**src/rtl/mux4_rr_arbiter_pkg.sv**
```systemverilog
// Shared types and constants for the four-requester round-robin mux arbiter
// and the arbiters built on the same picker.
package mux4_rr_arbiter_pkg;

    localparam int N_REQ = 4;
    localparam int SEL_W = 2;

    typedef enum logic {
        ST_IDLE  = 1'b0,
        ST_GRANT = 1'b1
    } state_e;

    function automatic logic [N_REQ-1:0] sel_onehot(input logic [SEL_W-1:0] s);
        logic [N_REQ-1:0] oh;
        oh    = '0;
        oh[s] = 1'b1;
        return oh;
    endfunction

endpackage

```
**src/rtl/mux4_rr_arbiter_mux4.sv**
```systemverilog
// Shared 4:1 mux datapath, W bits wide, two-bit select.
module mux4 #(
    parameter int W = 2
) (
    input  logic [W-1:0] d0,
    input  logic [W-1:0] d1,
    input  logic [W-1:0] d2,
    input  logic [W-1:0] d3,
    input  logic [1:0]   s,
    output logic [W-1:0] y
);

    // NOTE: combinational blocks use blocking '=' so later statements see the value just computed.
    always_comb begin
        case (s)
            2'd0:    y = d0;
            2'd1:    y = d1;
            2'd2:    y = d2;
            default: y = d3;
        endcase
    end

endmodule

```
**src/rtl/mux4_rr_arbiter_rr_pick4.sv**
```systemverilog
// Combinational round-robin picker: first set request bit at or after ptr,
// wrapping modulo 4.
module rr_pick4
    import mux4_rr_arbiter_pkg::*;
(
    input  logic [N_REQ-1:0] req,
    input  logic [SEL_W-1:0] ptr,
    output logic             any,
    output logic [SEL_W-1:0] idx
);

    logic [2*N_REQ-1:0] req_dbl;
    logic [N_REQ-1:0]   rot;
    logic [SEL_W-1:0]   off;

    // Rotating the doubled vector puts the requester at ptr into bit 0.
    assign req_dbl = {req, req};
    assign rot     = req_dbl[ptr +: N_REQ];

    always_comb begin
        off = '0;
        if (rot[0])      off = 2'd0;
        else if (rot[1]) off = 2'd1;
        else if (rot[2]) off = 2'd2;
        else if (rot[3]) off = 2'd3;
    end

    assign idx = ptr + off;
    assign any = |req;

endmodule

```
**src/rtl/mux4_rr_arbiter.sv**
```systemverilog
// Round-robin arbiter driving the shared 4:1 mux select and a valid/ready
// output channel; a grant may carry up to BURST beats before rotating.
module mux4_rr_arbiter
    import mux4_rr_arbiter_pkg::*;
#(
    parameter int DATA_W = 2,
    parameter int BURST  = 2
) (
    input  logic                    clk,
    input  logic                    rst_n,
    input  logic [N_REQ-1:0]        req,
    input  logic [N_REQ*DATA_W-1:0] data_in,
    output logic [N_REQ-1:0]        ack,
    output logic [SEL_W-1:0]        sel,
    output logic                    out_valid,
    input  logic                    out_ready,
    output logic [DATA_W-1:0]       out_data,
    output logic [SEL_W-1:0]        out_id
);

    localparam int               CNT_W    = $clog2(BURST) + 1;
    localparam logic [CNT_W-1:0] CNT_LAST = CNT_W'(BURST - 1);

    state_e             state_q, state_d;
    logic [SEL_W-1:0]   ptr_q, ptr_d;
    logic [SEL_W-1:0]   sel_q, sel_d;
    logic [CNT_W-1:0]   cnt_q, cnt_d;
    logic               pick_any;
    logic [SEL_W-1:0]   pick_idx;
    logic [DATA_W-1:0]  mux_y;
    logic               beat;

    rr_pick4 u_pick (
        .req (req),
        .ptr (ptr_q),
        .any (pick_any),
        .idx (pick_idx)
    );

    mux4 #(.W(DATA_W)) u_mux (
        .d0 (data_in[0*DATA_W +: DATA_W]),
        .d1 (data_in[1*DATA_W +: DATA_W]),
        .d2 (data_in[2*DATA_W +: DATA_W]),
        .d3 (data_in[3*DATA_W +: DATA_W]),
        .s  (sel_q),
        .y  (mux_y)
    );

    // Outputs derive only from registered state plus the live mux path, so
    // an async reset clears them without waiting for a clock.
    assign out_valid = (state_q == ST_GRANT);
    assign beat      = out_valid & out_ready;
    assign ack       = beat ? sel_onehot(sel_q) : '0;
    assign out_data  = out_valid ? mux_y : '0;
    assign sel       = sel_q;
    assign out_id    = sel_q;

    // NOTE: every _d signal takes its hold value first, so no path leaves it unassigned and no latch is inferred.
    always_comb begin
        state_d = state_q;
        ptr_d   = ptr_q;
        sel_d   = sel_q;
        cnt_d   = cnt_q;
        case (state_q)
            ST_IDLE: begin
                if (pick_any) begin
                    sel_d   = pick_idx;
                    cnt_d   = '0;
                    state_d = ST_GRANT;
                end
            end
            ST_GRANT: begin
                // Another beat is kept only if the requester still asks during
                // the ack cycle and the burst budget is not spent.
                if (beat && req[sel_q] && (cnt_q < CNT_LAST)) begin
                    cnt_d = cnt_q + CNT_W'(1);
                end else if (beat || !req[sel_q]) begin
                    ptr_d   = sel_q + SEL_W'(1);
                    cnt_d   = '0;
                    state_d = ST_IDLE;
                end
            end
            default: state_d = ST_IDLE;
        endcase
    end

    // NOTE: sequential state uses non-blocking '<=' so every register samples pre-edge values.
    always_ff @(posedge clk or negedge rst_n) begin
        if (!rst_n) begin
            state_q <= ST_IDLE;
            ptr_q   <= '0;
            sel_q   <= '0;
            cnt_q   <= '0;
        end else begin
            state_q <= state_d;
            ptr_q   <= ptr_d;
            sel_q   <= sel_d;
            cnt_q   <= cnt_d;
        end
    end

endmodule

```
**config.mk**
```make
export PLATFORM = sky130hd
export DESIGN_NAME = mux4_rr_arbiter
export DESIGN_NICKNAME = d
export VERILOG_FILES = /design/src/rtl/mux4_rr_arbiter_pkg.sv /design/src/rtl/mux4_rr_arbiter_mux4.sv /design/src/rtl/mux4_rr_arbiter_rr_pick4.sv /design/src/rtl/mux4_rr_arbiter.sv
export SDC_FILE = /design/constraint.sdc
export NUM_CORES = 1
export LEC_CHECK = 0
export BUFFER_PORTS_ARGS = -buffer_cell sky130_fd_sc_hd__buf_2
export CAP_MARGIN = 20
export CELL_PAD_IN_SITES_DETAIL_PLACEMENT = 0
export CELL_PAD_IN_SITES_GLOBAL_PLACEMENT = 1
export CORE_MARGIN = 2
export CORE_UTILIZATION = 35
export CTS_CLUSTER_DIAMETER = 100
export DETAILED_ROUTE_END_ITERATION = 10
export PLACE_DENSITY = 0.77
export SYNTH_ARGS = -nofsm -noshare
export SYNTH_HDL_FRONTEND = slang
export SYNTH_SLANG_ARGS = --single-unit
```
**constraint.sdc**
```tcl
create_clock -name clk -period 2.7 [get_ports clk]
set_input_delay 0.27 -clock clk [delete_from_list [all_inputs] [get_ports clk]]
set_output_delay 0.27 -clock clk [all_outputs]
set_load 0.02 [all_outputs]
```
==> results.yml <==
synthesis:
  syn_area_um2: 717
  synthTopCellsByCount: "dfrtp_1, ha_1, nand2_1"
  async_flop_share: 1.00
  syn_nets: 101
  ys_seq_area_frac: 0.244
  yosysTopAreaCellShare: 0.244
  ys_seq_elements: 7
  syn_area_per_cell_um2: 9.08
  synth_edf_count: 0
  postSynthCellCount: 79
  yosysUniqueCellTypes: 38
  ys_top_cells_by_area: "dfrtp_1, ha_1, and3_1, mux2_4, a21oi_1"
  synthDominantAreaCellType: "dfrtp_1"
  yosysWarnings: 0
  ys.flop_type: "dfrtp_1"
die:
  core_area_um2: 1940
  dieWidth_um: 49.3
  start_util: 0.369
  die_y_um: 49.3
  core.rowCount: 16
  die_area_um2: 2430
  top_level_ports: 26
sta:
  finalCritPeriodShare: 0.809
  hold_violations: 0
  setup_viol: 0
  skew_ps: 0.684
  fmax_mhz: 458
  rsz0062_at_grt: "no"
  slew_headroom: 0.776
  period_needed_ps: 2180
  setup_tns_ps: 0
  tightest_slew_ps: 333
  drv_slew: 0
finish:
  antenna_cells: 0
  fin_nets: 127
  regArea_um2: 175
  nFillCells: 205
  multi_input_area_um2: 480
  drive_gt1_frac: 0.356
  area_growth_pct: 21.3
  design_area_um2: 870
setup_path:
  cpPeakStageDelay_ps: 520
  path_max_fanout: 12
  critPathLaunchType: "flop"
  arrival_ps: 2360
  crit_chain: "or2b_1 > a21oi_1 > o211ai_1 > o21a_1 > ha_1 > xnor2_1 > or4_1 > a31oi_1"
  cp-end-kind: "flop"
  crit_type: "reg -> reg"
  cp.required_ps: 2880
  slowest_stage: "or4_1"
power_and_ir_drop:
  p_leak_uw: 0.000441
  peakVddDrop_mv: 0.361
  cellPowerDensity_nw_per_um2: 1090
clock_network:
  clockBufferDepth: 2
  htree_levels: 1
  clkTransAtPathRegs_ps: 60
  post-cts-setup-buffer-count: 0
  clock_latency_ps: 250
  cts.hold.buffers_added: 1
  clock-sinks: 7
  tritoncts: "built"
  cts_buffers: 3
  cts_resized: 0
  clockRootBuffer: "clkbuf_4"
outcome:
  outcome: "finished, final reports clean"
drt:
  postRouteAntennaNets: 0
  wl_per_cell_um: 11.9
  drcViolationCount: 0
  vias_per_cell: 4.90
  dr.first_iter.drc_count: 7
  drt_first_pass_iters: 4
  vias: 642
  finalWirelength_um: 1550
global_routing:
  first_global_vias: 609
  grtUsageTotal: 0.139
  gr-total-overflow: 0
  grt_max_degree: 13
  grt_pass1_wl_um: 2590
  antenna_found_initial: 0
placement:
  dpl_cell_area_um2: 833
  dp_hpwl_um: 1160
  io_buffers: 25
  place.gp.congestion: 0.699
hold_path:
  hold_path_class: "in -> async"
run:
  cap_violations: 0
==> power breakdown <==
part           switching (uW)  internal (uW)  total (uW)
Sequential               97.5            154         252
Combinational             306            291         597
Clock                    41.9           56.6        98.5
Total                     445            502         947
==> final timing paths <==
check                         start   endpoint  slack [ps]  cells after the start
setup / recovery           ptr_q[1]  out_id[1]         520                      8
hold / removal                rst_n   cnt_q[1]         380                      2
setup reg to reg           ptr_q[1]  out_id[1]         520                      8
hold reg to reg            cnt_q[0]   cnt_q[0]         470                      1
max in group asynchronous     rst_n   ptr_q[1]        2160                      2
min in group clk             req[3]  out_valid         410                      3
==> area by class of cell <==
cell class                 instances  area share
inverter                           5      0.0216
tap                               27      0.0388
sequential                         7       0.201
clock buffer                       4      0.0302
multi-input combinational         62       0.553
timing repair buffer              26       0.155
==> placed cells by master (no fill, tap or decap) <==
master / synthesis / final
and2_1: 2 / 2
a21oi_1: 5 / 5
o21ai_2: 1 / 1
mux2_4: 2 / 2
dlygate4sd3_1: 0 / 1
o21ai_0: 3 / 3
clkbuf_4: 0 / 3
or3b_2: 2 / 2
or4_1: 1 / 1
buf_2: 1 / 25
and2_4: 1 / 1
a31oi_1: 1 / 1
a21o_1: 1 / 1
o31ai_1: 1 / 1
xnor2_1: 1 / 1
a211oi_1: 1 / 1
dfrtp_1: 7 / 7
and2b_1: 1 / 1
inv_1: 5 / 5
nand3b_1: 2 / 2
or3b_1: 1 / 1
and3_1: 5 / 5
ha_1: 7 / 7
nor2b_1: 1 / 1
a32o_1: 1 / 1
or2b_1: 1 / 1
nor4_1: 1 / 1
mux2i_1: 1 / 1
and3_2: 1 / 1
o211ai_1: 1 / 1
nand2_1: 6 / 6
or3_2: 1 / 1
nand2b_1: 2 / 2
nor2_1: 3 / 3
o2bb2ai_1: 1 / 1
clkbuf_1: 0 / 1
mux4_2: 1 / 1
a222oi_1: 2 / 2
o21a_1: 1 / 1
==> flip-flops by register name, summed over array words and instances (netlist names) <==
register,count
cnt_q,2
out_id,2
out_valid,1
ptr_q,2
==> logic make-up (layout without fill, tap and decap cells) <==
kind of cell | after synthesis | count (layout) | share of synthesized area
compound gates | 19 | 19 | 0.183
xor+xnor | 1 | 1 | 0.0122
fa+ha+maj | 7 | 7 | 0.122
buf+inv | 10 | 35 | 0.0855
flops | 7 | 7 | 0.244
mux | 4 | 4 | 0.0873
simple gates | 31 | 31 | 0.265
==> stage by stage <==
step	setup WS [ps]	instances	util	hold WS (ps)	power [uW]
after global placement	558	126	0.429	116	843
after global routing	351	131	0.448	378	1030
final	517	131	0.448	377	947
after floorplan	621	79	-	-25.6	723
after CTS	502	131	0.448	371	956
after detailed placement	515	126	0.429	120	844
==> metal layers <==
layer,global-route usage,vias up,part of all wire
met4,0.0857,0,0.014
met2,0.216,13,0.46
met3,0.0184,2,0.026
met5,0,-,0
li1,-,336,-
met1,0.182,291,0.50
==> worst max-delay path: cells and delay by family, from the launching register on <==
family	cells	cell delay, ps
AND/OR/NAND/NOR	2	780
flip-flops	1	490
AO/OA/AOI/OAI	4	520
adder cells (fa/ha/maj)	1	180
XOR/XNOR	1	130
Power figures use the tool's default switching activity.
